$ cat src/rtl/venc_pkg.sv
// Shared constants and types for the rate-1/2, K=3 convolutional encoder
// frame controller.
package venc_pkg;

  localparam int unsigned K        = 3;
  localparam int unsigned TAIL_LEN = K - 1;

  // Generator taps, bit order {x0,x1,x2}: bit K-1 is the newest input bit.
  localparam logic [K-1:0] G0_DEF = 3'b111;
  localparam logic [K-1:0] G1_DEF = 3'b110;

  typedef enum logic [1:0] {
    IDLE,
    DATA,
    TAIL,
    FIN
  } venc_state_e;

  // Modulo-2 sum of the tapped shift-register bits.
  function automatic logic parity(input logic [K-1:0] x, input logic [K-1:0] g);
    return ^(x & g);
  endfunction

endpackage

$ cat src/rtl/vencoder_frame_ctrl_if.sv
// Information-bit input stream and code-bit output stream of the frame
// controller.
//   in_valid/in_bit/in_ready     : information bit handshake (source -> ctrl)
//   out_valid/out_bit/out_ready  : code bit handshake (ctrl -> serializer)
//   out_sof/out_eof              : first/last code bit of a frame
// master = bit source and downstream sink side, slave = controller side.
interface vencoder_frame_ctrl_if;

  logic in_valid;
  logic in_bit;
  logic in_ready;
  logic out_valid;
  logic out_bit;
  logic out_ready;
  logic out_sof;
  logic out_eof;

  modport master (
    output in_valid, in_bit, out_ready,
    input  in_ready, out_valid, out_bit, out_sof, out_eof
  );

  modport slave (
    input  in_valid, in_bit, out_ready,
    output in_ready, out_valid, out_bit, out_sof, out_eof
  );

endinterface

$ cat src/rtl/venc_shift_core.sv
// Encoder shift register with synchronous clear and shift enable.
// Ports:
//   clock, reset (async active-low)
//   clr      : clear the register to zero on the next edge
//   shift_en : shift din in as the newest bit on the next edge
//   din      : bit to shift in
//   p0_d     : G0 parity of the register's next value
//   p1_d     : G1 parity of the register's next value
// The parities look at the next value so the controller can register the
// code bit in the same cycle the register updates.
module venc_shift_core
  import venc_pkg::*;
#(
  parameter logic [K-1:0] G0 = G0_DEF,
  parameter logic [K-1:0] G1 = G1_DEF
) (
  input  logic clock,
  input  logic reset,
  input  logic clr,
  input  logic shift_en,
  input  logic din,
  output logic p0_d,
  output logic p1_d
);

  logic [K-1:0] x;
  logic [K-1:0] x_d;

  // Next value: newest bit enters at the top, oldest falls out at bit 0.
  always_comb begin
    x_d = x;
    if (clr) begin
      x_d = '0;
    end else if (shift_en) begin
      x_d = {din, x[K-1:1]};
    end
  end

  always_ff @(posedge clock or negedge reset) begin
    if (!reset) begin
      x <= '0;
    end else begin
      x <= x_d;
    end
  end

  assign p0_d = parity(x_d, G0);
  assign p1_d = parity(x_d, G1);

endmodule

$ cat src/rtl/vencoder_frame_ctrl.sv
// Frame sequencer for the rate-1/2, K=3 convolutional encoder. Pulls
// frame_len information bits, emits two code bits per information bit
// (G0 then G1), optionally appends K-1 zero tail bits, marks SOF/EOF and
// pulses done after the last output handshake.
// Ports:
//   clock, reset (async active-low)
//   start, frame_len : frame request, sampled in IDLE only
//   bus              : in/out bit streams (vencoder_frame_ctrl_if.slave)
//   busy             : high outside IDLE
//   done             : one-cycle pulse after the frame's last code bit
// Build option: define VENC_TAIL_EN to append the zero tail and flush the
// encoder to state 00.
module vencoder_frame_ctrl
  import venc_pkg::*;
#(
  parameter int unsigned  LEN_W = 16,
  parameter logic [K-1:0] G0    = G0_DEF,
  parameter logic [K-1:0] G1    = G1_DEF
) (
  input  logic                 clock,
  input  logic                 reset,
  input  logic                 start,
  input  logic [LEN_W-1:0]     frame_len,
  vencoder_frame_ctrl_if.slave bus,
  output logic                 busy,
  output logic                 done
);

`ifdef VENC_TAIL_EN
  localparam bit TAIL_EN = 1'b1;
`else
  localparam bit TAIL_EN = 1'b0;
`endif

  venc_state_e      state, state_d;
  logic [LEN_W-1:0] cnt, cnt_d;
  logic             phase, phase_d;
  logic             sof_pend, sof_pend_d;
  logic             ov_q, ov_d;
  logic             ob_q, ob_d;
  logic             sof_q, sof_d;
  logic             eof_q, eof_d;
  logic             done_d;

  logic slot_free, hs, in_rdy_c;
  logic data_take, tail_entry, tail_take, take, din;
  logic last_seg, frame_end, clr;
  logic p0_d, p1_d;

  // Output slot is free when empty or when the G1 bit leaves this cycle.
  assign slot_free = !ov_q || (phase && bus.out_ready);
  assign hs        = ov_q && bus.out_ready;
  assign in_rdy_c  = (state == DATA) && (cnt != '0) && slot_free;

  // First tail bit is injected in the same cycle as the last data G1
  // handshake so the tail keeps the one-bit-per-two-cycles cadence.
  assign data_take  = in_rdy_c && bus.in_valid;
  assign tail_entry = TAIL_EN && (state == DATA) && (cnt == '0) && hs && phase;
  assign tail_take  = TAIL_EN && (state == TAIL) && (cnt != '0) && slot_free;
  assign take       = data_take || tail_entry || tail_take;
  assign din        = data_take ? bus.in_bit : 1'b0;

  // Segment whose final G1 bit carries EOF and ends the frame.
  assign last_seg  = TAIL_EN ? (state == TAIL) : (state == DATA);
  assign frame_end = last_seg && (cnt == '0) && hs && phase;
  assign clr       = (state == IDLE) && start && (frame_len != '0);

  venc_shift_core #(
    .G0 (G0),
    .G1 (G1)
  ) u_core (
    .clock    (clock),
    .reset    (reset),
    .clr      (clr),
    .shift_en (take),
    .din      (din),
    .p0_d     (p0_d),
    .p1_d     (p1_d)
  );

  // Next-state and next-output logic.
  always_comb begin
    state_d    = state;
    cnt_d      = cnt;
    phase_d    = phase;
    sof_pend_d = sof_pend;
    ov_d       = ov_q;
    ob_d       = ob_q;
    sof_d      = sof_q;
    eof_d      = eof_q;
    done_d     = 1'b0;

    case (state)
      IDLE: begin
        if (clr) begin
          state_d    = DATA;
          cnt_d      = frame_len;
          phase_d    = 1'b0;
          sof_pend_d = 1'b1;
        end
      end

      DATA, TAIL: begin
        if (take) begin
          ov_d       = 1'b1;
          phase_d    = 1'b0;
          ob_d       = p0_d;
          sof_d      = sof_pend;
          eof_d      = 1'b0;
          sof_pend_d = 1'b0;
          if (tail_entry) begin
            state_d = TAIL;
            cnt_d   = LEN_W'(TAIL_LEN - 1);
          end else begin
            cnt_d = cnt - 1'b1;
          end
        end else if (hs && !phase) begin
          phase_d = 1'b1;
          ob_d    = p1_d;
          sof_d   = 1'b0;
          eof_d   = last_seg && (cnt == '0);
        end else if (hs) begin
          ov_d    = 1'b0;
          phase_d = 1'b0;
          ob_d    = 1'b0;
          sof_d   = 1'b0;
          eof_d   = 1'b0;
          if (frame_end) begin
            state_d = FIN;
            done_d  = 1'b1;
          end
        end
      end

      FIN: begin
        state_d = IDLE;
      end

      default: begin
        state_d = IDLE;
      end
    endcase
  end

  // State and output registers.
  always_ff @(posedge clock or negedge reset) begin
    if (!reset) begin
      state    <= IDLE;
      cnt      <= '0;
      phase    <= 1'b0;
      sof_pend <= 1'b0;
      ov_q     <= 1'b0;
      ob_q     <= 1'b0;
      sof_q    <= 1'b0;
      eof_q    <= 1'b0;
      busy     <= 1'b0;
      done     <= 1'b0;
    end else begin
      state    <= state_d;
      cnt      <= cnt_d;
      phase    <= phase_d;
      sof_pend <= sof_pend_d;
      ov_q     <= ov_d;
      ob_q     <= ob_d;
      sof_q    <= sof_d;
      eof_q    <= eof_d;
      busy     <= (state_d != IDLE);
      done     <= done_d;
    end
  end

  assign bus.in_ready  = in_rdy_c;
  assign bus.out_valid = ov_q;
  assign bus.out_bit   = ob_q;
  assign bus.out_sof   = sof_q;
  assign bus.out_eof   = eof_q;

endmodule
$ cat src/flat_wrapper.sv
// flat-port wrapper written by rule: the top's interface ports become plain ports
module vencoder_frame_ctrl_flat import venc_pkg::*;
#(
  parameter int unsigned  LEN_W = 16,
  parameter logic [K-1:0] G0    = G0_DEF,
  parameter logic [K-1:0] G1    = G1_DEF
)
  (clock, reset, start, frame_len, busy, done, bus_in_valid, bus_in_bit, bus_out_ready, bus_in_ready, bus_out_valid, bus_out_bit, bus_out_sof, bus_out_eof);
  vencoder_frame_ctrl_if bus_i ();
  input  logic clock;
  input  logic reset;
  input  logic start;
  input  logic [LEN_W-1:0] frame_len;
  output logic busy;
  output logic done;
  input wire logic [$bits(bus_i.in_valid)-1:0] bus_in_valid;
  input wire logic [$bits(bus_i.in_bit)-1:0] bus_in_bit;
  input wire logic [$bits(bus_i.out_ready)-1:0] bus_out_ready;
  output wire logic [$bits(bus_i.in_ready)-1:0] bus_in_ready;
  output wire logic [$bits(bus_i.out_valid)-1:0] bus_out_valid;
  output wire logic [$bits(bus_i.out_bit)-1:0] bus_out_bit;
  output wire logic [$bits(bus_i.out_sof)-1:0] bus_out_sof;
  output wire logic [$bits(bus_i.out_eof)-1:0] bus_out_eof;
  assign bus_i.in_valid = bus_in_valid;
  assign bus_i.in_bit = bus_in_bit;
  assign bus_i.out_ready = bus_out_ready;
  assign bus_in_ready = bus_i.in_ready;
  assign bus_out_valid = bus_i.out_valid;
  assign bus_out_bit = bus_i.out_bit;
  assign bus_out_sof = bus_i.out_sof;
  assign bus_out_eof = bus_i.out_eof;
  vencoder_frame_ctrl #(.LEN_W(LEN_W), .G0(G0), .G1(G1)) u_core (.clock(clock), .reset(reset), .start(start), .frame_len(frame_len), .bus(bus_i), .busy(busy), .done(done));
endmodule
$ cat config.mk
export PLATFORM = sky130hd
export DESIGN_NAME = vencoder_frame_ctrl_flat
export DESIGN_NICKNAME = d
export VERILOG_FILES = /design/src/rtl/venc_pkg.sv /design/src/rtl/vencoder_frame_ctrl_if.sv /design/src/rtl/venc_shift_core.sv /design/src/rtl/vencoder_frame_ctrl.sv /design/src/flat_wrapper.sv
export SDC_FILE = /design/constraint.sdc
export NUM_CORES = 1
export LEC_CHECK = 0
export CAP_MARGIN = 10
export CORE_ASPECT_RATIO = 0.8
export CORE_UTILIZATION = 58
export CTS_BUF_LIST = sky130_fd_sc_hd__clkbuf_4 sky130_fd_sc_hd__clkbuf_8 sky130_fd_sc_hd__clkbuf_16
export CTS_CLUSTER_DIAMETER = 120
export DETAILED_ROUTE_END_ITERATION = 12
export PLACE_DENSITY_LB_ADDON = 0.1
export RECOVER_POWER = 25
export SLEW_MARGIN = 15
export SYNTH_ARGS = -nofsm -noshare
export SYNTH_HDL_FRONTEND = slang
export SYNTH_SLANG_ARGS = --single-unit
$ cat constraint.sdc
create_clock -name clock -period 3.7 [get_ports clock]
set_input_delay 1.11 -clock clock [delete_from_list [all_inputs] [get_ports clock]]
set_output_delay 1.11 -clock clock [all_outputs]
set_load 0.005 [all_outputs]
# After elaboration in Yosys (flattened, before gate mapping)
# Index checks and enable logic that the tools add are counted.
# word_totals
word_cells,80
output_inout_bits,7
ff_bits,29
# classes
mux,32
add_sub_neg,1
n_reduce_logical,29
n_eq_ne,7
# ops
operator,count
$mux 16,2
$pmux 16 s2,1
$reduce_bool 16->1,2
$mux 1,19
$logic_not 16->1,1
$sub 16x1->16 const B,1
$logic_and 1x1->1,11
$mux 2,5
$reduce_and 3->1,3
$mux 3,2
$pmux 2 s3,1
$reduce_bool 2->1,3
$reduce_xor 3->1,2
$eq 2x2->1 const B,2
$ne 2x1->1 const B,2
$ne 4x1->1 const B,1
$pmux 1 s2,2
$reduce_bool 3->1,1
$eq 2x1->1 const B,1
$logic_not 1->1,2
$logic_not 2->1,1
$ne 2x2->1 const B,1
$reduce_and 2->1,1
$reduce_or 2->1,1
$logic_or 1x1->1,1

# Logic depth before layout (Yosys ltp)
# Gate-level depths: netlist of run 1.
# logic_depth
word_depth,10
depth_mapped,9

# Hierarchy
# A second synthesis of run 1 with hierarchy kept.
# hier_totals
hier_cells,209
hier_area_um2,1876.8
# modules_own_cells
mod,area_each_um2,cells_per_inst,instances,seq_area_each_um2
vencoder_frame_ctrl,1695.4,192,1,650.6
venc_shift_core,181.4,17,1,75.1

# Least setup slack after synthesis of run 1
# No wires, ideal clock.
# synth_timing
path_type,reg-to-output
start,register u_core.cnt[0]
end,output bus_in_ready
t_arrival_ps,1609
t_required_ps,2590
slack_ps,981
stages_incl_launch_ff,8
path_cell_list,dfrtp_1 > inv_1 > ha_1 > or3b_1 > buf_6 > nor4_4 > buf_6 > a21oi_1
# synth_via
elab_chain_len,3
# synth_rtl
item,line_no,rtl
start: declaration,vencoder_frame_ctrl.sv:36,"logic [LEN_W-1:0] cnt, cnt_d;"
start signal: assignment,vencoder_frame_ctrl.sv:160,cnt <= cnt_d;
$reduce_bool 16->1,vencoder_frame_ctrl.sv:53,assign in_rdy_c = (state == DATA) && (cnt != '0) && slot_free;
$logic_and 1x1->1 (2 in a row),vencoder_frame_ctrl.sv:53,
end: declaration,flat_wrapper.sv:19,output wire logic [$bits(bus_i.in_ready)-1:0] bus_in_ready;
# No other way between the ends.

# Final worst setup path of run 1
# layout_timing
start,input bus_out_ready
end,output bus_in_ready
# layout_via
elab_chain_len,3
# layout_rtl
item,line_no,rtl
start: declaration,flat_wrapper.sv:18,input wire logic [$bits(bus_i.out_ready)-1:0] bus_out_ready;
$logic_and 1x1->1,vencoder_frame_ctrl.sv:51,assign slot_free = !ov_q || (phase && bus.out_ready);
$logic_or 1x1->1,vencoder_frame_ctrl.sv:51,
$logic_and 1x1->1,vencoder_frame_ctrl.sv:53,
# No other way between the ends.

==> metrics.txt, run 1 <==
# TYPE chip_impl_metric gauge
chip_impl_metric{name="synth_seq_area_share",unit="%"} 37.9
chip_impl_metric{name="yosys.cell_types.count",unit=""} 47
chip_impl_metric{name="worst_pin_slew",unit="ns"} 1.61
chip_impl_metric{name="die_w",unit="um"} 65.1
chip_impl_metric{name="finalCritPeriodShare",unit="%"} 96.3
chip_impl_metric{name="layout-area-overhead-vs-synth",unit="%"} 20.6
chip_impl_metric{name="clkSlewWorstSetupHoldPaths",unit="ns"} 0.10
chip_impl_metric{name="async_flop_share",unit="%"} 100
chip_impl_metric{name="post_drt_via_cell_ratio",unit=""} 6.81
chip_impl_metric{name="max-clock-path-buffers",unit=""} 2
chip_impl_info{name="critical_path_cell_by_cell",value="clkdlybuf4s50_1, a21bo_2, nand2_1, a21oi_1, clkdlybuf4s50_1"} 1
chip_impl_metric{name="detailedRoute.firstIterationViolations",unit=""} 253
chip_impl_info{name="critPathTopFamily",value="buffers and inverters"} 1
chip_impl_info{name="yosys.cell_count.top_type",value="sky130_fd_sc_hd__dfrtp_1"} 1
chip_impl_metric{name="synth_enable_flop_cells",unit=""} 0
chip_impl_metric{name="routed_wire_length_per_instance",unit="um"} 18.0
chip_impl_metric{name="finish.instance_area",unit="um^2"} 2230
chip_impl_info{name="cts_tree",value="done"} 1
chip_impl_metric{name="power.density",unit="nW/um^2"} 764
chip_impl_metric{name="synth-seq-cells",unit=""} 28
chip_impl_info{name="critPathMostFrequentCell",value="sky130_fd_sc_hd__clkdlybuf4s50_1"} 1
chip_impl_info{name="synth_common_cells",value="sky130_fd_sc_hd__dfrtp_1 (28), sky130_fd_sc_hd__nor2_1 (21), sky130_fd_sc_hd__nand2_1 (19), sky130_fd_sc_hd__a21oi_1 (18), sky130_fd_sc_hd__inv_1 (14)"} 1
chip_impl_info{name="synth_top_family_by_area",value="compound AO/OA/AOI/OAI gates"} 1
chip_impl_metric{name="grt_pass1_wl",unit="um"} 8180
chip_impl_info{name="synth_top_flop_cell",value="sky130_fd_sc_hd__dfrtp_1"} 1
chip_impl_info{name="status",value="finished with violations"} 1
chip_impl_metric{name="timing.critical_path.arrival",unit="ns"} 2.45
chip_impl_metric{name="postSynthNetCount",unit=""} 240
chip_impl_metric{name="compound_gate_fraction_of_synth_area",unit="%"} 29.4
chip_impl_metric{name="syn-instance-count",unit=""} 214
chip_impl_metric{name="ant_nets",unit=""} 0
chip_impl_info{name="rsz_0062_raised_after_global_routing",value="no"} 1
chip_impl_metric{name="maxSlewHeadroom",unit="%"} -7.07
chip_impl_metric{name="numPortBuffers",unit=""} 28
chip_impl_metric{name="rows",unit=""} 17
chip_impl_metric{name="fin_setup_tns",unit="ns"} 0
chip_impl_metric{name="gr-usage-all-layers",unit="%"} 32.0
chip_impl_metric{name="pre_cts_ws",unit="ns"} 0.136
chip_impl_metric{name="arithmetic_cell_share_of_the_synthesized_area_counting_full_adders_half_adders_and_majority_gates",unit="%"} 2.71
chip_impl_metric{name="post-cts-setup-buffer-count",unit=""} 0
chip_impl_metric{name="synth_top_area_share",unit="%"} 37.9
chip_impl_metric{name="worstPathRequired",unit="ns"} 2.59
chip_impl_metric{name="final-setup-viol-count",unit=""} 0
chip_impl_metric{name="finalWorstPathRequiredPeriod",unit="ns"} 3.56
chip_impl_metric{name="drt_drc_violations_left",unit=""} 0
chip_impl_info{name="synth_area_leader_cell",value="sky130_fd_sc_hd__dfrtp_1"} 1
chip_impl_metric{name="floorplan.core_area",unit="um^2"} 2890
chip_impl_metric{name="gr-total-overflow",unit=""} 0
chip_impl_info{name="crit_slowest_cell",value="sky130_fd_sc_hd__clkdlybuf4s50_1"} 1
chip_impl_metric{name="skew",unit="ns"} 0.00877
chip_impl_metric{name="timing.final.max_slew_violations",unit=""} 29
chip_impl_metric{name="synthesis.area_per_instance",unit="um^2"} 8.63
chip_impl_metric{name="nets",unit=""} 270
chip_impl_info{name="root_buffer",value="sky130_fd_sc_hd__clkbuf_8"} 1
chip_impl_metric{name="fp.dieH",unit="um"} 52.5
chip_impl_metric{name="count_of_clock_tree_sinks",unit=""} 28
chip_impl_info{name="setup.worst_path.class",value="in -> out"} 1
chip_impl_metric{name="muxShareOfSynthArea",unit="%"} 1.63
chip_impl_metric{name="gp_congestion",unit=""} 0.857
chip_impl_metric{name="fmaxAchievable",unit="GHz"} 0.281
chip_impl_info{name="worst_setup_path_start_kind",value="primary input"} 1
chip_impl_metric{name="hold_viol",unit=""} 0
chip_impl_info{name="post_synth_main_area_contributors",value="sky130_fd_sc_hd__dfrtp_1 (38%), sky130_fd_sc_hd__a21oi_1 (4.9%), sky130_fd_sc_hd__nor2_1 (4.3%)"} 1
chip_impl_metric{name="boundaryPins",unit=""} 29
chip_impl_metric{name="vdd_ir_drop_max",unit="mV"} 0.589
chip_impl_metric{name="cp_slowest_stage_delay",unit="ns"} 0.51
chip_impl_metric{name="synth.yosys.warnings",unit=""} 0
chip_impl_metric{name="cts_buffers",unit=""} 3
chip_impl_metric{name="dp.final_hpwl",unit="um"} 3610
chip_impl_metric{name="cts-hold-fix-buffers",unit=""} 0
chip_impl_metric{name="area_of_the_die",unit="um^2"} 3420
chip_impl_metric{name="synth_xor_xnor_area_share",unit="%"} 0
chip_impl_metric{name="worst_slack",unit="ns"} 0.137
chip_impl_info{name="violations",value="max-capacitance violations, max-slew violations"} 1
chip_impl_metric{name="maxCapViolations",unit=""} 1
chip_impl_metric{name="wl",unit="um"} 5070
chip_impl_metric{name="insertedDiodeCount",unit=""} 0
chip_impl_metric{name="n_fill_cell",unit=""} 222
chip_impl_metric{name="number_of_vias_after_detailed_routing",unit=""} 1913
chip_impl_metric{name="ctsHtreeMaxLevel",unit=""} 1
chip_impl_metric{name="clk-insertion-delay-late",unit="ns"} 0.28
chip_impl_metric{name="grt_pass1_vias",unit=""} 1736
chip_impl_metric{name="firstDrtPassIters",unit=""} 5
chip_impl_metric{name="syn_area",unit="um^2"} 1850
chip_impl_metric{name="path_buf_inv",unit=""} 2
chip_impl_info{name="critPathCaptureType",value="primary output"} 1
chip_impl_metric{name="pin_count_of_the_biggest_net_entering_global_routing",unit=""} 45
chip_impl_metric{name="floorplan.initialDensity",unit="%"} 63.8
chip_impl_metric{name="place_area",unit="um^2"} 2180
chip_impl_metric{name="timing.critical_path.fanout_max",unit=""} 3
chip_impl_metric{name="post_cts_resize_count",unit=""} 0
chip_impl_metric{name="yosys.area_share.simple",unit="%"} 21.9
chip_impl_metric{name="static-leakage-power",unit="nW"} 0.853
chip_impl_metric{name="drive_above_1_share",unit="%"} 10.3
chip_impl_info{name="hold_path_class",value="reg -> reg"} 1
chip_impl_metric{name="grt_antenna_before_repair",unit=""} 0
[routing by layer]
layer / track usage [%] / share of wire (%) / wire, um
met5: 0 / 0 / 0
met4: 12.0 / 2.1 / 106
met3: 5.22 / 9.0 / 456
met2: 51.2 / 47 / 2390
met1: 43.7 / 42 / 2120
[cell type report]
| class | instances | area, um^2 | area share, % |
|---|---|---|---|
| Sequential cell | 28 | 701 | 31.5 |
| Inverter | 14 | 52.6 | 2.36 |
| Clock buffer | 4 | 55.1 | 2.47 |
| Multi-Input combinational cell | 160 | 1030 | 46.1 |
| Tap cell | 38 | 47.5 | 2.13 |
| Timing Repair Buffer | 37 | 344 | 15.4 |
[metrics by stage]
stage | total power [W] | hold slack, ns | cells | utilization [%]
global placement | 0.00143 | 0.501 | 277 | 75.2
detailed placement | 0.00149 | 0.522 | 277 | 75.2
floorplan | 0.00120 | 0.483 | 214 | -
global route | 0.00181 | 0.572 | 281 | 77.0
CTS | 0.00168 | 0.544 | 281 | 77.1
finish | 0.00170 | 0.539 | 281 | 77.0
[worst register-to-register path, cell delays in order (launching register included)]
cell                       delay, ns
sky130_fd_sc_hd__dfrtp_1        0.41
sky130_fd_sc_hd__inv_1          0.09
sky130_fd_sc_hd__ha_1           0.18
sky130_fd_sc_hd__or3b_1         0.51
sky130_fd_sc_hd__nor4_4         0.35
sky130_fd_sc_hd__buf_4          0.24
sky130_fd_sc_hd__a21o_1         0.45
sky130_fd_sc_hd__buf_4          0.26
sky130_fd_sc_hd__a211oi_1       0.08
sky130_fd_sc_hd__o22a_1         0.20
[placed cells by master (no fill, tap or decap), types with 2 or more instances in the layout]
cell type | netlist | layout
sky130_fd_sc_hd__dfrtp_1 | 28 | 28
sky130_fd_sc_hd__clkdlybuf4s50_1 | 0 | 27
sky130_fd_sc_hd__nor2_1 | 21 | 21
sky130_fd_sc_hd__nand2_1 | 19 | 19
sky130_fd_sc_hd__a21oi_1 | 18 | 18
sky130_fd_sc_hd__inv_1 | 14 | 14
sky130_fd_sc_hd__o22ai_1 | 12 | 12
sky130_fd_sc_hd__o21ai_0 | 10 | 10
sky130_fd_sc_hd__nand3_1 | 8 | 8
sky130_fd_sc_hd__buf_4 | 1 | 8
sky130_fd_sc_hd__nor4_1 | 7 | 7
sky130_fd_sc_hd__a31oi_1 | 6 | 6
sky130_fd_sc_hd__o22a_1 | 5 | 5
sky130_fd_sc_hd__a2bb2oi_1 | 5 | 5
sky130_fd_sc_hd__nor3_1 | 5 | 5
sky130_fd_sc_hd__a211oi_1 | 5 | 5
sky130_fd_sc_hd__ha_1 | 4 | 4
sky130_fd_sc_hd__clkbuf_8 | 0 | 4
sky130_fd_sc_hd__mux2i_1 | 3 | 3
sky130_fd_sc_hd__or4_4 | 2 | 2
sky130_fd_sc_hd__a21oi_2 | 2 | 2
sky130_fd_sc_hd__nor2b_1 | 2 | 2
sky130_fd_sc_hd__a22oi_1 | 2 | 2
sky130_fd_sc_hd__o32ai_1 | 2 | 2
[where the power goes]
group          switching, W  total (W)  internal [W]
clock             0.0000988   0.000194     0.0000956
sequential         0.000152   0.000590      0.000438
combinational      0.000527   0.000917      0.000391
total              0.000778    0.00170      0.000924
[sequential cells by signal (all words and copies together), names as in the netlist]
register              cells
u_core.phase              1
u_core.sof_pend           1
u_core.bus.out_bit        1
u_core.bus.out_eof        1
u_core.bus.out_valid      1
u_core.state              2
u_core.bus.out_sof        1
u_core.cnt               16
u_core.u_core.x           2
u_core.done               1
u_core.busy               1
[cells by family after synthesis]
kind of cell,after synthesis
adders and majority gates,4
AOI/OAI and AO/OA,78
and+or+nand+nor,75
muxes,3
DFF,28
buffers and inverters,26
[worst paths after layout]
| check | endpoint | start | slack (ns) | cells after the start |
|---|---|---|---|---|
| worst max-delay path | bus_in_ready | bus_out_ready | 0.14 | 5 |
| worst min-delay path | u_core.bus.out_sof | u_core.bus.out_sof | 0.54 | 2 |
| min in group asynchronous | u_core.bus.out_bit | reset | 1.74 | 2 |
| worst max register to register | u_core.cnt[10] | u_core.cnt[0] | 0.82 | 9 |
| max in group asynchronous | u_core.cnt[14] | reset | 1.01 | 2 |
| worst min register to register | u_core.bus.out_sof | u_core.bus.out_sof | 0.54 | 2 |
Note: power is estimated with default switching activity, not from simulation.
==> inputs of run 2 (changes only) <==
--- a/config.mk
+++ b/config.mk
@@ -7,13 +7,12 @@
 export LEC_CHECK = 0
 export CAP_MARGIN = 10
 export CORE_ASPECT_RATIO = 0.8
-export CORE_UTILIZATION = 58
+export CORE_UTILIZATION = 48
 export CTS_BUF_LIST = sky130_fd_sc_hd__clkbuf_4 sky130_fd_sc_hd__clkbuf_8 sky130_fd_sc_hd__clkbuf_16
 export CTS_CLUSTER_DIAMETER = 120
 export DETAILED_ROUTE_END_ITERATION = 12
 export PLACE_DENSITY_LB_ADDON = 0.1
 export RECOVER_POWER = 25
-export SLEW_MARGIN = 15
 export SYNTH_ARGS = -nofsm -noshare
 export SYNTH_HDL_FRONTEND = slang
 export SYNTH_SLANG_ARGS = --single-unit
==> constraint.sdc (replaced) <==
create_clock -name clock -period 2.89 [get_ports clock]
set_input_delay 0.867 -clock clock [delete_from_list [all_inputs] [get_ports clock]]
set_output_delay 0.867 -clock clock [all_outputs]
set_load 0.005 [all_outputs]
==> run 2 against run 1 <==
Compared with the run above:
- the flow finishes with violations (design-rule violations)
- via count shrank 0.94%
- die area grew 20%
- worst hold slack is essentially flat
- sequential cell count is the same
- first-iteration DRC count shrank 11%
==> metrics.txt, run 2 (synthesis results as in run 1) <==
# TYPE chip_impl_metric gauge
chip_impl_metric{name="maxSlewHeadroom",unit="%"} 55.0
chip_impl_metric{name="layout-area-overhead-vs-synth",unit="%"} 25.5
chip_impl_metric{name="cts_buffers",unit=""} 3
chip_impl_info{name="critPathCaptureType",value="primary output"} 1
chip_impl_metric{name="skew",unit="ns"} 0.0133
chip_impl_metric{name="gr-usage-all-layers",unit="%"} 27.3
chip_impl_metric{name="floorplan.initialDensity",unit="%"} 52.1
chip_impl_metric{name="hold_viol",unit=""} 0
chip_impl_info{name="worst_setup_path_start_kind",value="flip-flop"} 1
chip_impl_metric{name="fmaxAchievable",unit="GHz"} 0.365
chip_impl_metric{name="gr-total-overflow",unit=""} 0
chip_impl_metric{name="fp.dieH",unit="um"} 57.5
chip_impl_metric{name="rows",unit=""} 19
chip_impl_metric{name="n_fill_cell",unit=""} 292
chip_impl_info{name="top_regs",value="u_core.cnt x16, u_core.state x2, u_core.u_core.x x2"} 1
chip_impl_metric{name="worstPathRequired",unit="ns"} 2.02
chip_impl_metric{name="max-clock-path-buffers",unit=""} 2
chip_impl_metric{name="count_of_clock_tree_sinks",unit=""} 28
chip_impl_metric{name="static-leakage-power",unit="nW"} 0.898
chip_impl_metric{name="dp.final_hpwl",unit="um"} 3640
chip_impl_metric{name="ant_nets",unit=""} 0
chip_impl_metric{name="area_of_the_die",unit="um^2"} 4100
chip_impl_metric{name="finalCritPeriodShare",unit="%"} 94.8
chip_impl_info{name="hold_path_class",value="reg -> reg"} 1
chip_impl_metric{name="swShare",unit="%"} 44.9
chip_impl_info{name="rsz_0062_raised_after_global_routing",value="no"} 1
chip_impl_metric{name="finalHoldWorstSlack",unit="ns"} 0.539
chip_impl_info{name="root_buffer",value="sky130_fd_sc_hd__clkbuf_8"} 1
chip_impl_metric{name="final_cells",unit=""} 294
chip_impl_metric{name="insertedDiodeCount",unit=""} 0
chip_impl_metric{name="wl",unit="um"} 5150
chip_impl_info{name="critPathTopFamily",value="simple AND/OR/NAND/NOR gates"} 1
chip_impl_metric{name="path_buf_inv",unit=""} 2
chip_impl_metric{name="worst_pin_slew",unit="ns"} 0.669
chip_impl_metric{name="nets",unit=""} 279
chip_impl_metric{name="fin_setup_tns",unit="ns"} 0
chip_impl_metric{name="cp_slowest_stage_delay",unit="ns"} 0.42
chip_impl_metric{name="timing.critical_path.fanout_max",unit=""} 4
chip_impl_info{name="status",value="finished with violations"} 1
chip_impl_metric{name="grt_antenna_before_repair",unit=""} 0
chip_impl_metric{name="detailedRoute.firstIterationViolations",unit=""} 224
chip_impl_metric{name="place_area",unit="um^2"} 2220
chip_impl_metric{name="firstDrtPassIters",unit=""} 9
chip_impl_metric{name="p_seq_share",unit="%"} 33.1
chip_impl_metric{name="fin_total_pwr",unit="W"} 0.00226
chip_impl_metric{name="ctsHtreeMaxLevel",unit=""} 1
chip_impl_metric{name="finish.instance_area",unit="um^2"} 2320
chip_impl_info{name="critical_path_cell_by_cell",value="inv_2, ha_4, or3b_4, nor4_4, a21oi_2, clkbuf_2"} 1
chip_impl_metric{name="gp_congestion",unit=""} 0.835
chip_impl_info{name="layout.cells.most_common_list",value="sky130_fd_sc_hd__dfrtp_1 (27), sky130_fd_sc_hd__clkdlybuf4s50_1 (26), sky130_fd_sc_hd__nor2_1 (21)"} 1
chip_impl_metric{name="drive_above_1_share",unit="%"} 16.7
chip_impl_metric{name="drt_drc_violations_left",unit=""} 1
chip_impl_metric{name="finalWorstPathRequiredPeriod",unit="ns"} 2.74
chip_impl_metric{name="routed_wire_length_per_instance",unit="um"} 17.5
chip_impl_metric{name="number_of_vias_after_detailed_routing",unit=""} 1895
chip_impl_metric{name="final-setup-viol-count",unit=""} 0
chip_impl_info{name="cts_tree",value="done"} 1
chip_impl_metric{name="power.share.combinational",unit="%"} 55.8
chip_impl_metric{name="clockPowerShare",unit="%"} 11.1
chip_impl_info{name="violations",value="design-rule violations"} 1
chip_impl_metric{name="placed_cells_incl_taps",unit=""} 286
chip_impl_metric{name="timing.critical_path.arrival",unit="ns"} 1.87
chip_impl_metric{name="vdd_ir_drop_max",unit="mV"} 0.521
chip_impl_metric{name="post_drt_via_cell_ratio",unit=""} 6.45
chip_impl_metric{name="clkSlewWorstSetupHoldPaths",unit="ns"} 0.10
chip_impl_metric{name="grt_pass1_wl",unit="um"} 8580
chip_impl_metric{name="grt_pass1_vias",unit=""} 1809
chip_impl_metric{name="p_switching",unit="W"} 0.00102
chip_impl_metric{name="clk-insertion-delay-late",unit="ns"} 0.29
chip_impl_info{name="crit_slowest_cell",value="sky130_fd_sc_hd__dfrtp_1"} 1
chip_impl_metric{name="timing.final.max_slew_violations",unit=""} 0
chip_impl_metric{name="largest_register_ff_count",unit=""} 16
chip_impl_info{name="layout.cells.most_common",value="sky130_fd_sc_hd__dfrtp_1"} 1
chip_impl_metric{name="boundaryPins",unit=""} 29
chip_impl_info{name="max_flop_register",value="u_core.cnt"} 1
chip_impl_metric{name="maxCapViolations",unit=""} 0
chip_impl_metric{name="cts-hold-fix-buffers",unit=""} 0
chip_impl_metric{name="power.density",unit="nW/um^2"} 974
chip_impl_metric{name="pin_count_of_the_biggest_net_entering_global_routing",unit=""} 44
chip_impl_metric{name="cell_internal_pwr",unit="W"} 0.00124
chip_impl_metric{name="numPortBuffers",unit=""} 28
chip_impl_metric{name="floorplan.core_area",unit="um^2"} 3540
chip_impl_metric{name="die_w",unit="um"} 71.4
chip_impl_info{name="setup.worst_path.class",value="reg -> out"} 1
run 2: cell count changes in the layout (fill, tap and decap cells not counted), sizes merged:
cell,previous run,this run
buf,8,18
clkdlybuf4s50,27,26
run 2: tightest hold or removal path, stage by stage, from the launching register on:
cell and delay, ns:
sky130_fd_sc_hd__dfrtp_1 0.39, sky130_fd_sc_hd__inv_1 0.05, sky130_fd_sc_hd__o32ai_1 0.06
run 2: metal layers:
metal,wire length [um],vias to the layer above,global-route usage [%],part of all wire [%]
li1,-,881,-,-
met1,2430,926,39.9,47
met3,335,15,5.12,6.5
met4,75,0,8.86,1.5
met5,0,-,0,0
met2,2310,73,41.0,45
run 2: layout make-up:
class	count	area, um^2	area share [%]
multi-input combinational	160	1050	45.1
sequential	28	702	30.3
timing repair buffer	46	410	17.7
clock buffer	4	55.1	2.37
inverter	14	52.6	2.27
tap	42	52.6	2.27
run 2: what timing repair did:
item,4_1_cts,5_1_grt
endpoints found under the setup margin,1,1
buffers inserted,1,3
hold endpoints to repair,0,0
pin swaps,1,2
resized for setup,3,7
run 2: path summary, 6_finish.rpt:
check	from	to	slack [ns]	cells after the start
setup / recovery	u_core.cnt[0]	bus_in_ready	0.15	6
hold / removal	u_core.bus.out_bit	u_core.bus.out_bit	0.54	2
setup reg to reg	u_core.cnt[0]	u_core.cnt[8]	0.24	9
hold reg to reg	u_core.bus.out_bit	u_core.bus.out_bit	0.54	2
max in group asynchronous	reset	u_core.cnt[7]	1.57	2
min in group asynchronous	reset	u_core.bus.out_eof	1.02	2
run 2: power groups by stage:
stage	Sequential, W	Combinational (W)	Clock, W
final	0.000747	0.00126	0.000250
after global routing	0.000769	0.00139	0.000276
after CTS	0.000738	0.00120	0.000257
after detailed placement	0.000751	0.00118	0
after global placement	0.000738	0.00114	0
after floorplan	0.000708	0.000825	0
run 2: per-stage QoR:
| step | worst slack, ns | utilization, % |
|---|---|---|
| floorplan | 0.414 | - |
| global placement | -0.110 | 62.6 |
| detailed placement | -0.175 | 62.6 |
| CTS | 0.0211 | 64.5 |
| global route | 0.0608 | 65.5 |
| finish | 0.151 | 65.5 |
